`config.mk`:
```
export PLATFORM = sky130hd
export DESIGN_NAME = arp_note_sequencer
export DESIGN_NICKNAME = d
export VERILOG_FILES = /design/src/rtl/arp_note_sequencer.sv
export SDC_FILE = /design/constraint.sdc
export NUM_CORES = 1
export LEC_CHECK = 0
export CORE_MARGIN = 8
export CORE_UTILIZATION = 40
export CTS_BUF_LIST = sky130_fd_sc_hd__clkbuf_2
export CTS_CLUSTER_SIZE = 25
export DETAILED_ROUTE_END_ITERATION = 10
export PLACE_DENSITY = 0.68
export SYNTH_ARGS = -nofsm -noshare
export SYNTH_HDL_FRONTEND = slang
export SYNTH_SLANG_ARGS = --single-unit
```
`constraint.sdc`:
```
create_clock -name CLK100MHZ -period 3.66 [get_ports CLK100MHZ]
set_input_delay 0.549 -clock CLK100MHZ [delete_from_list [all_inputs] [get_ports CLK100MHZ]]
set_output_delay 0.549 -clock CLK100MHZ [all_outputs]
set_load 0.005 [all_outputs]
```
`src/rtl/arp_note_sequencer.sv`:
```
// arp_note_sequencer
//   Drives the divider of the sine-step clock. In PLAY it steps through four
//   notes (ratios 1, 5/4, 3/2, 2 of base_div) at a fixed tempo in a selectable
//   pattern. In IDLE it passes base_div straight through.
//
// Ports
//   CLK100MHZ   system clock
//   RST         synchronous, active-high reset
//   arp_en      1 = PLAY, 0 = IDLE
//   mode        0 up, 1 down, 2 up-down, 3 hold
//   base_div    base divider value
//   div_out     divider value for the sine ClockDivider (DIV_W+1 bits)
//   note_idx    current note index
//   note_start  one-cycle pulse on the first cycle of each note
//   mute        gate output
//
// Optional feature macro: ARP_GATE_EN
//   defined   : mute is high for the last NOTE_TICKS/8 cycles of every PLAY note
//   undefined : mute is tied low and no gate compare is built
module arp_note_sequencer #(
   parameter int DIV_W      = 12,
   parameter int NOTE_TICKS = 50_000_000
) (
   input  logic             CLK100MHZ,
   input  logic             RST,
   input  logic             arp_en,
   input  logic [1:0]       mode,
   input  logic [DIV_W-1:0] base_div,
   output logic [DIV_W:0]   div_out,
   output logic [1:0]       note_idx,
   output logic             note_start,
   output logic             mute
);

   localparam int CW = $clog2(NOTE_TICKS);
   localparam logic [CW-1:0] LAST = CW'(NOTE_TICKS - 1);

   localparam logic [0:0] S_IDLE = 1'b0;
   localparam logic [0:0] S_PLAY = 1'b1;

   localparam logic [1:0] M_UP   = 2'd0;
   localparam logic [1:0] M_DOWN = 2'd1;
   localparam logic [1:0] M_UPDN = 2'd2;

   logic [0:0]    state;
   logic [CW-1:0] cnt;
   logic          dir;       // 1 = ascending (up-down pattern only)
   logic          dir_eff;
   logic [1:0]    idx_nxt;
   logic [1:0]    div_sel;

   // Ratio arithmetic is done DIV_W+1 wide so note 3 (b<<1) never overflows.
   function automatic logic [DIV_W:0] ratio(input logic [1:0] sel,
                                            input logic [DIV_W-1:0] b_in);
      logic [DIV_W:0] b;
      b = {1'b0, b_in};
      case (sel)
         2'd0:    ratio = b;
         2'd1:    ratio = b + (b >> 2);
         2'd2:    ratio = b + (b >> 1);
         default: ratio = b << 1;
      endcase
   endfunction

   always_comb begin
      // Endpoints force the direction so up-down never repeats 0 or 3.
      dir_eff = dir;
      if (note_idx == 2'd3)      dir_eff = 1'b0;
      else if (note_idx == 2'd0) dir_eff = 1'b1;

      idx_nxt = note_idx;
      case (mode)
         M_UP:    idx_nxt = note_idx + 2'd1;
         M_DOWN:  idx_nxt = note_idx - 2'd1;
         M_UPDN:  idx_nxt = dir_eff ? note_idx + 2'd1 : note_idx - 2'd1;
         default: idx_nxt = note_idx;
      endcase

      // Abandoning a note (arp_en low) snaps div_out back to the base note
      // together with note_idx.
      div_sel = (state == S_PLAY && arp_en) ? note_idx : 2'd0;
   end

   always_ff @(posedge CLK100MHZ) begin
      if (RST) begin
         state      <= S_IDLE;
         cnt        <= '0;
         note_idx   <= 2'd0;
         dir        <= 1'b1;
         note_start <= 1'b0;
         div_out    <= '0;
      end else begin
         note_start <= 1'b0;
         div_out    <= ratio(div_sel, base_div);
         case (state)
            S_IDLE: begin
               note_idx <= 2'd0;
               cnt      <= '0;
               dir      <= 1'b1;
               if (arp_en) begin
                  state      <= S_PLAY;
                  note_start <= 1'b1;
               end
            end
            S_PLAY: begin
               if (!arp_en) begin
                  // Leaving wins over a coincident note boundary.
                  state    <= S_IDLE;
                  note_idx <= 2'd0;
                  cnt      <= '0;
                  dir      <= 1'b1;
               end else if (cnt == LAST) begin
                  // mode is only consulted here, so changes land on a boundary.
                  cnt        <= '0;
                  note_idx   <= idx_nxt;
                  note_start <= 1'b1;
                  if (mode == M_UPDN) dir <= dir_eff;
               end else begin
                  cnt <= cnt + CW'(1);
               end
            end
            default: state <= S_IDLE;
         endcase
      end
   end

`ifdef ARP_GATE_EN
   localparam logic [CW-1:0] GATE_TH = CW'(NOTE_TICKS - NOTE_TICKS / 8);

   // Registered from the next counter value so mute lines up with cnt.
   always_ff @(posedge CLK100MHZ) begin
      if (RST)
         mute <= 1'b0;
      else
         mute <= (state == S_PLAY) && arp_en && (cnt != LAST) &&
                 ((cnt + CW'(1)) >= GATE_TH);
   end
`else
   assign mute = 1'b0;
`endif

endmodule

```
---- After elaboration in Yosys (flattened, before gate mapping) ----
Index checks and enable logic that the tools add are counted.
storage, ports and cells
  register bits after elaboration ......... 44
  latch bits .............................. 0
  RAM bits ................................ 0
  memory bits (read-only) ................. 0
  bits of input ports ..................... 17
  output and inout port bits .............. 17
  logic and storage cells ................. 47
  memories ................................ 0
cells by class
  add/sub/neg operators ................... 5
  multipliers ............................. 0
  divide/modulo/power cells ............... 0
  order comparisons ....................... 0
  equal/unequal tests ..................... 9
  shifts and indexed selects .............. 0
  muxes and demuxes ....................... 20
  bitwise logic cells ..................... 1
  reduce and logical (&&, ||, !) cells .... 6
operator list
  operator                                                               count
  26-bit 2-to-1 mux                                                      2
  26-bit one-hot mux with 2 select lines                                 1
  13-bit one-hot mux with 3 select lines                                 1
  26-bit by 1-bit adder with 26-bit output, second input constant        1
  26-bit equality test, second input constant                            1
  12-bit by 10-bit adder with 13-bit output                              1
  12-bit by 11-bit adder with 13-bit output                              1
  1-bit 2-to-1 mux                                                       8
  2-bit 2-to-1 mux                                                       4
  2-bit equality test, second input constant                             3
  2-bit logical NOT                                                      3
  3-bit by 2-bit != test with 1-bit output, second input constant        2
  2-bit one-hot mux with 3 select lines                                  1
  5-bit by 2-bit != test with 1-bit output, second input constant        1
  2-bit by 1-bit equality test with 1-bit output, second input constant  2
  1-bit one-hot mux with 2 select lines                                  2
  2-bit one-hot mux with 2 select lines                                  1
  2-bit AND reduction                                                    2
  2-bit by 1-bit adder with 2-bit output, second input constant          1
  2-bit by 1-bit subtractor with 2-bit output, second input constant     1
  1-bit logical AND                                                      1
  1-bit NOT                                                              1

---- Logic depth before layout (Yosys ltp) ----
Gate-level depths: netlist (run 1).
  depth after elaboration ................. 8
  mapped depth ............................ 13

---- Least setup slack after synthesis (run 1) ----
OpenSTA, ideal clock, no wires.
  kind .................................... input to register
  start point ............................. input arp_en
  end point ............................... register div_out[10]
  arrival time ............................ 2.925 ns
  slack ................................... 0.607 ns
  cell stages on the path ................. 13
  path buffers ............................ 1
  path through ............................ nand2_1 -> nor2_1 -> ha_1 -> clkbuf_1 -> mux2_2 -> ha_1 -> inv_1 -> fa_1 -> nor2b_1 -> o2111ai_1 -> a21oi_1 -> nor3_1 -> or3b_1
on the way
  cells in the longest elaborated chain, start to end .. 4
  elaborated cells on any way between the ends .. 6
  those cells by class .................... eq/ne (2); mux (2); reduce/logical (2)
ends and longest elaborated chain
  item                                               RTL line  RTL
  start, declared                                    26        input logic arp_en,
  1-bit logical AND *                                81        div_sel = (state == S_PLAY && arp_en) ? note_idx : 2'd0;
  2-bit 2-to-1 mux *                                 81
  2-bit equality test, or another cell as far along  57        case (sel)
  13-bit one-hot mux with 3 select lines *           57
  end signal, assigned                               94        div_out <= ratio(div_sel, base_div);
  end, declared                                      29        output logic [DIV_W:0] div_out,
Every way passes the cells marked *; elsewhere a longest branch is shown, timed or not.
A chain may end at the register's enable or synchronous reset.

---- Worst setup path after layout (run 1) ----
Ends and elaborated chain as after synthesis.

==> results of run 1 <==
registers in the layout, summed over array words and instances (netlist names):
signal	cells
cnt	26
div_out	13
note_idx	2
dir	1
note_start	1
state	1
kinds of logic (layout without fill, tap and decap cells):
family | Yosys count | after routing | share of synthesized area (%)
simple gates | 133 | 133 | 26.4
compound gates | 73 | 73 | 17.0
flops | 44 | 44 | 31.4
buf+inv | 29 | 67 | 4.20
xor+xnor | 24 | 24 | 7.50
fa+ha+maj | 23 | 23 | 10.5
mux | 7 | 7 | 2.81
other cells | 1 | 1 | 0.134
Yosys cell counts (2+ instances only):
library cell,count
dfxtp_1,44
nor2_1,39
a21oi_1,22
ha_1,22
nand2_1,21
inv_1,16
nand3_1,13
xor2_1,13
o21ai_0,12
xnor2_1,11
nand4_1,10
and3_1,7
clkbuf_1,7
mux2_2,7
a21o_1,6
nor3_1,6
o21bai_1,5
a221oi_1,4
and2_1,4
and4_1,4
buf_2,4
or3_1,4
a211oi_1,3
a31oi_1,3
nor2b_1,3
o31ai_1,3
a211o_1,2
a22oi_1,2
and3_2,2
and4_4,2
nand2b_1,2
o2111ai_1,2
o211ai_1,2
or2_2,2
or3b_1,2
layer usage:
metal | vias to the layer above | part of all wire, % | GRT usage, %
met2 | 41 | 49 | 25.0
met3 | 14 | 3.0 | 2.65
li1 | 1277 | - | -
met5 | - | 0 | 0
met1 | 1140 | 45 | 16.5
met4 | 0 | 2.3 | 5.36
report_power, final:
part           leakage (nW)  internal [mW]  switching [mW]
clock network        0.0252         0.0476           0.174
logic                 0.883         0.0768          0.0761
registers             0.358          0.489         0.00291
total                  1.27          0.613           0.253
stage by stage:
| step | utilization [%] | instances | area (um2) |
|---|---|---|---|
| finish | 48.8 | 468 | 3310 |
| global route | 48.8 | 468 | 3310 |
| CTS | 48.8 | 468 | 3310 |
| detailed placement | 48.0 | 460 | 3260 |
| global placement | 48.0 | 460 | 3260 |
| floorplan | - | 334 | 2800 |
worst paths after layout:
path | endpoint | slack (ns) | depth (start not counted)
worst max-delay path | div_out[10] | 0.30 | 13
worst min register to register | cnt[0] | 0.47 | 1
worst max register to register | div_out[10] | 0.47 | 12
worst min-delay path | cnt[0] | 0.47 | 1
final cells by class:
| type | count | share of cell area, % |
|---|---|---|
| inverters | 17 | 1.93 |
| well taps | 96 | 3.63 |
| multi-input cells | 261 | 54.5 |
| flip-flops and latches | 44 | 26.6 |
| clock buffers | 5 | 0.755 |
| clock inverters | 3 | 0.718 |
| repair buffers | 42 | 11.9 |
==> metrics.csv, run 1 <==
stage,metric,value,unit
layout,Nets,411,
clock_network,Sink Count,44,
yosys,top cell type's share of synthesized area,31.4,%
routing,WL final,6740,um
setup_path,Worst Path Buf+Inv,2,
timing,relative slew slack,42.0,%
clock_network,CTS buffer count,5,
global_route,GR Util All Layers,14.2,%
timing,RSZ-0062 raised after global routing,false,
global_route,global-route wire length before repair,11800,um
setup_path,Worst EP arrival,3.70,ns
setup_path,CP startpoint kind,input port,
timing,Final min period,3.36,ns
global_route,number of global-route vias before repair,2573,
timing,Hold Fails Final Rpt,0,
routing,First DRT Iteration DRCs,67,
yosys,post-synthesis register bit count,44,
place,Detailed Place HPWL,5140,um
yosys,Cells after Synth,334,
clock_network,number of setup buffers added after CTS,0,
setup_path,CP max stage delay,0.50,ns
yosys,Syn. warnings,0,
setup_path,cell-by-cell trace of the critical path,"clkdlybuf4s50_1, nand2_1, nor2_1, ha_1, mux2_2, ha_1, inv_1, fa_1, nor2b_1, o2111ai_1, a21oi_1, o21ai_0, or3b_1",
routing,vias after detailed routing,2472,
setup_path,crit path launch,arp_en,
layout,antenna fix cells,0,
worst_hold_path,Hold Crit Start,cnt[0],
routing,first drt pass iteration count,4,
clock_network,hold buffers post-CTS,0,
clock_network,Clock Path Buffers,2,
yosys,"Seq/Total Area, Yosys",31.4,%
global_route,largest net degree at the start of global routing,25,
timing,Hold WS,0.466,ns
clock_network,post-cts resize count,0,
timing,Worst-Margin Slew,0.868,ns
setup_path,CP endpoint kind,register,
layout,footprint of the multi-input gates,1800,um2
floorplan,die width,99.7,um
yosys,syn_area_per_cell,8.39,um2
setup_path,Required @ worst endpoint,4.00,ns
clock_network,Skew-Pair Late Insertion Delay,0.44,ns
layout,Register Area,881,um2
yosys,"area leader, netlist",dfxtp_1,
global_route,grt total ovfl,0,
routing,WL/cell,14.4,um
yosys,Post-synth ARST share,0,%
yosys,synth top area cells,"dfxtp_1 (31%), ha_1 (9.8%), nor2_1 (5.2%)",
yosys,syn nets,374,
layout,fill count,666,
yosys,top_reg_cell synth,dfxtp_1,
floorplan,Die Ht,99.7,um
clock_network,Clock transition at path regs,0.23,ns
setup_path,"Slowest-stage cell, CP",clkdlybuf4s50_1,
timing,Max Clock Skew,0.0242,ns
place,Post-Place Worst Slack,-0.164,ns
setup_path,Worst Path Max Fanout,5,
power_and_ir_drop,Tot Pwr,0.867,mW
run,number of max-cap violations,0,
layout,layout cells sized above 1,10.8,%
timing,final setup violating endpoints,0,
power_and_ir_drop,P per Cell Area,262,nW/um2
yosys,number of flops mapped to enable cells by yosys,0,
timing,final period utilization,91.7,%
yosys,Mapped Area,2800,um2
setup_path,r2r startpoint,note_idx[1],
clock_network,H-tree levels,2,
layout,most frequent cells in the layout,"dfxtp_1 (44), nor2_1 (39), clkdlybuf4s50_1 (32)",
worst_hold_path,Hold Path Class,reg -> reg,
place,PortBufs,32,
power_and_ir_drop,peak supply drop,0.0809,mV
layout,P&R area growth vs syn,18.2,%
setup_path,crit-path leading delay family,adder cells,
floorplan,IO Pins,34,
routing,residual DRC count,0,
outcome,status,"finished, final reports clean",
floorplan,area of the die,9940,um2
setup_path,WS Path Type,in -> reg,
power_and_ir_drop,LEAKAGE,1.27,nW
timing,final setup TNS,0,ns
global_route,initial antenna violation count,0,
layout,"most common cell after layout, fill and taps aside",dfxtp_1,
yosys,post-synthesis cell type count,58,
floorplan,Starting Density,41.3,%
clock_network,Root Buffer Master,clkbuf_2,
floorplan,core footprint,6790,um2
routing,Vias/cell,5.28,
clock_network,CTS tree,done,
timing,FMAX,298,MHz
setup_path,CP dominant cell by count,ha_1,
floorplan,site row count,30,
place,GP Congestion,0.922,
routing,Antenna Nets Post-Route,0,
timing,final worst setup slack,0.303,ns
timing,max-slew violation count,0,
Power figures use the tool's default switching activity.
==> run 2, diff against run 1 <==
Settings changed: CORE_ASPECT_RATIO set to 1.25, TNS_END_PERCENT set to 5.
==> run 2 against run 1 <==
  * Worst setup slack gained 0.099 ns
  * Core utilization shrank 0.64 points
  * Critical endpoint unchanged
  * Global-route usage shrank 0.60 points
  * Sequential share of layout area is essentially flat
==> metrics.csv, run 2 (synthesis results as in run 1) <==
stage,metric,value,unit
timing,final period utilization,89.0,%
setup_path,CP dominant cell by count,ha_1,
routing,Vias/cell,5.46,
layout,final std cells w/o fill,461,
routing,First DRT Iteration DRCs,114,
setup_path,Worst Path Max Fanout,4,
floorplan,IO Pins,34,
place,cell total after placement,453,
setup_path,Required @ worst endpoint,4.02,ns
setup_path,Reg2Reg Setup Slack,0.58,ns
layout,most frequent cells in the layout,"dfxtp_1 (44), nor2_1 (39), clkdlybuf4s50_1 (32)",
layout,"most common cell after layout, fill and taps aside",dfxtp_1,
setup_path,R2R cell count,12,
routing,first drt pass iteration count,4,
floorplan,die width,90.9,um
clock_network,CTS buffer count,5,
timing,FMAX,307,MHz
global_route,GR Util All Layers,13.6,%
timing,final worst setup slack,0.402,ns
setup_path,crit-path leading delay family,simple AND/OR/NAND/NOR gates,
worst_hold_path,Hold EP,cnt[0],
clock_network,Skew-Pair Late Insertion Delay,0.43,ns
timing,RSZ-0062 raised after global routing,false,
layout,P&R area growth vs syn,18.3,%
layout,antenna fix cells,0,
place,Placed Area,3250,um2
timing,Hold Fails Final Rpt,0,
routing,residual DRC count,0,
timing,max-slew violation count,0,
timing,relative slew slack,47.0,%
setup_path,CP startpoint kind,input port,
global_route,largest net degree at the start of global routing,25,
worst_hold_path,Hold Path Class,reg -> reg,
setup_path,r2r startpoint,note_idx[1],
setup_path,CP endpoint kind,register,
global_route,global-route wire length before repair,11400,um
floorplan,area of the die,9960,um2
global_route,number of global-route vias before repair,2622,
layout,Largest register FFs,26,
place,GP Congestion,0.957,
clock_network,H-tree levels,2,
place,Detailed Place HPWL,4980,um
floorplan,core footprint,6890,um2
power_and_ir_drop,peak supply drop,0.130,mV
layout,Nets,410,
worst_hold_path,Hold Crit Start,cnt[0],
routing,vias after detailed routing,2516,
global_route,initial antenna violation count,0,
timing,Max Clock Skew,0.0431,ns
power_and_ir_drop,P per Cell Area,278,nW/um2
layout,largest registers,"cnt (26), div_out (13), note_idx (2)",
timing,Worst-Margin Slew,0.793,ns
setup_path,"Slowest-stage cell, CP",clkdlybuf4s50_1,
routing,Antenna Nets Post-Route,0,
layout,Biggest register,cnt,
setup_path,cell-by-cell trace of the critical path,"clkdlybuf4s50_1, nand2_1, nor2_1, ha_1, mux2_2, ha_1, inv_1, fa_1, nor2b_1, o2111ai_1, a21oi_1, nor3_1, or3b_1",
clock_network,Root Buffer Master,clkbuf_2,
clock_network,Sink Count,44,
global_route,grt total ovfl,0,
worst_hold_path,worst hold stages,1,
power_and_ir_drop,Tot Pwr,0.922,mW
setup_path,Worst Path Buf+Inv,2,
place,PortBufs,32,
setup_path,crit path launch,arp_en,
clock_network,Clock transition at path regs,0.25,ns
outcome,status,"finished, final reports clean",
setup_path,CP max stage delay,0.50,ns
clock_network,CTS tree,done,
setup_path,RR Endpoint,div_out[10],
routing,WL final,6510,um
layout,fin area,3320,um2
clock_network,hold buffers post-CTS,0,
clock_network,post-cts resize count,0,
setup_path,Worst path depth,13,
run,number of max-cap violations,0,
floorplan,Die Ht,110,um
routing,WL/cell,14.1,um
floorplan,Starting Density,40.7,%
timing,Final min period,3.26,ns
place,Post-Place Worst Slack,-0.0853,ns
layout,layout cells sized above 1,10.2,%
setup_path,WS Path Type,in -> reg,
clock_network,number of setup buffers added after CTS,0,
power_and_ir_drop,LEAKAGE,1.28,nW
setup_path,Worst EP arrival,3.62,ns
timing,final setup violating endpoints,0,
floorplan,site row count,34,
clock_network,Clock Path Buffers,2,
run 2: cell types whose count changed in the layout (fill, tap and decap cells not counted), sizes merged:
cell / change
clkinvlp: -2
buf: -1
bufinv: +1
clkinv: +1
run 2: where the power goes:
group,total [mW],internal [mW],switching [mW]
logic,0.151,0.0756,0.0749
clock network,0.280,0.115,0.165
registers,0.491,0.489,0.00248
total,0.922,0.679,0.243
run 2: worst max-delay path by stage:
stage / endpoint / slack [ns]
CTS: div_out[10] / 0.43
detailed placement: div_out[10] / -0.09
floorplan: div_out[10] / 0.61
global route: div_out[10] / 0.20
finish: div_out[10] / 0.40
global placement: div_out[10] / 0.04
run 2: cell type report:
type / instances / area [um2]
Clock buffer: 5 / 25.0
Clock inverter: 3 / 42.5
Fill cell: 715 / 3570
Inverter: 17 / 63.8
Multi-Input combinational cell: 261 / 1800
Sequential cell: 44 / 881
Tap cell: 90 / 113
Timing Repair Buffer: 41 / 388
run 2: layer usage:
layer / track usage [%] / wire (um)
met5: 0 / 0
met3: 2.25 / 178
met4: 5.39 / 122
met2: 26.7 / 3510
met1: 14.1 / 2700
run 2: worst register-to-register path: stages, from the launching register on:
cell and delay (ns):
dfxtp_1 0.43, inv_1 0.08, nor2_1 0.25, ha_1 0.30
mux2_2 0.19, ha_1 0.17, inv_1 0.06, fa_1 0.37
nor2b_1 0.15, o2111ai_1 0.19, a21oi_1 0.35, nor3_1 0.10
or3b_1 0.37
run 2: stage by stage:
stage | TNS [ns] | hold slack (ns) | util (%)
after detailed placement | -0.0853 | 0.437 | 47.1
final | 0 | 0.463 | 48.1
after global placement | 0 | 0.430 | 47.1
after CTS | 0 | 0.466 | 48.1
after floorplan | 0 | 0.418 | -
after global routing | 0 | 0.521 | 48.1
==> run 3, diff against run 2 <==
Settings changed: SKIP_CTS_REPAIR_TIMING set to 1.
==> results of run 3 <==
Final layout, timing and power as in run 2 (identical DEF).
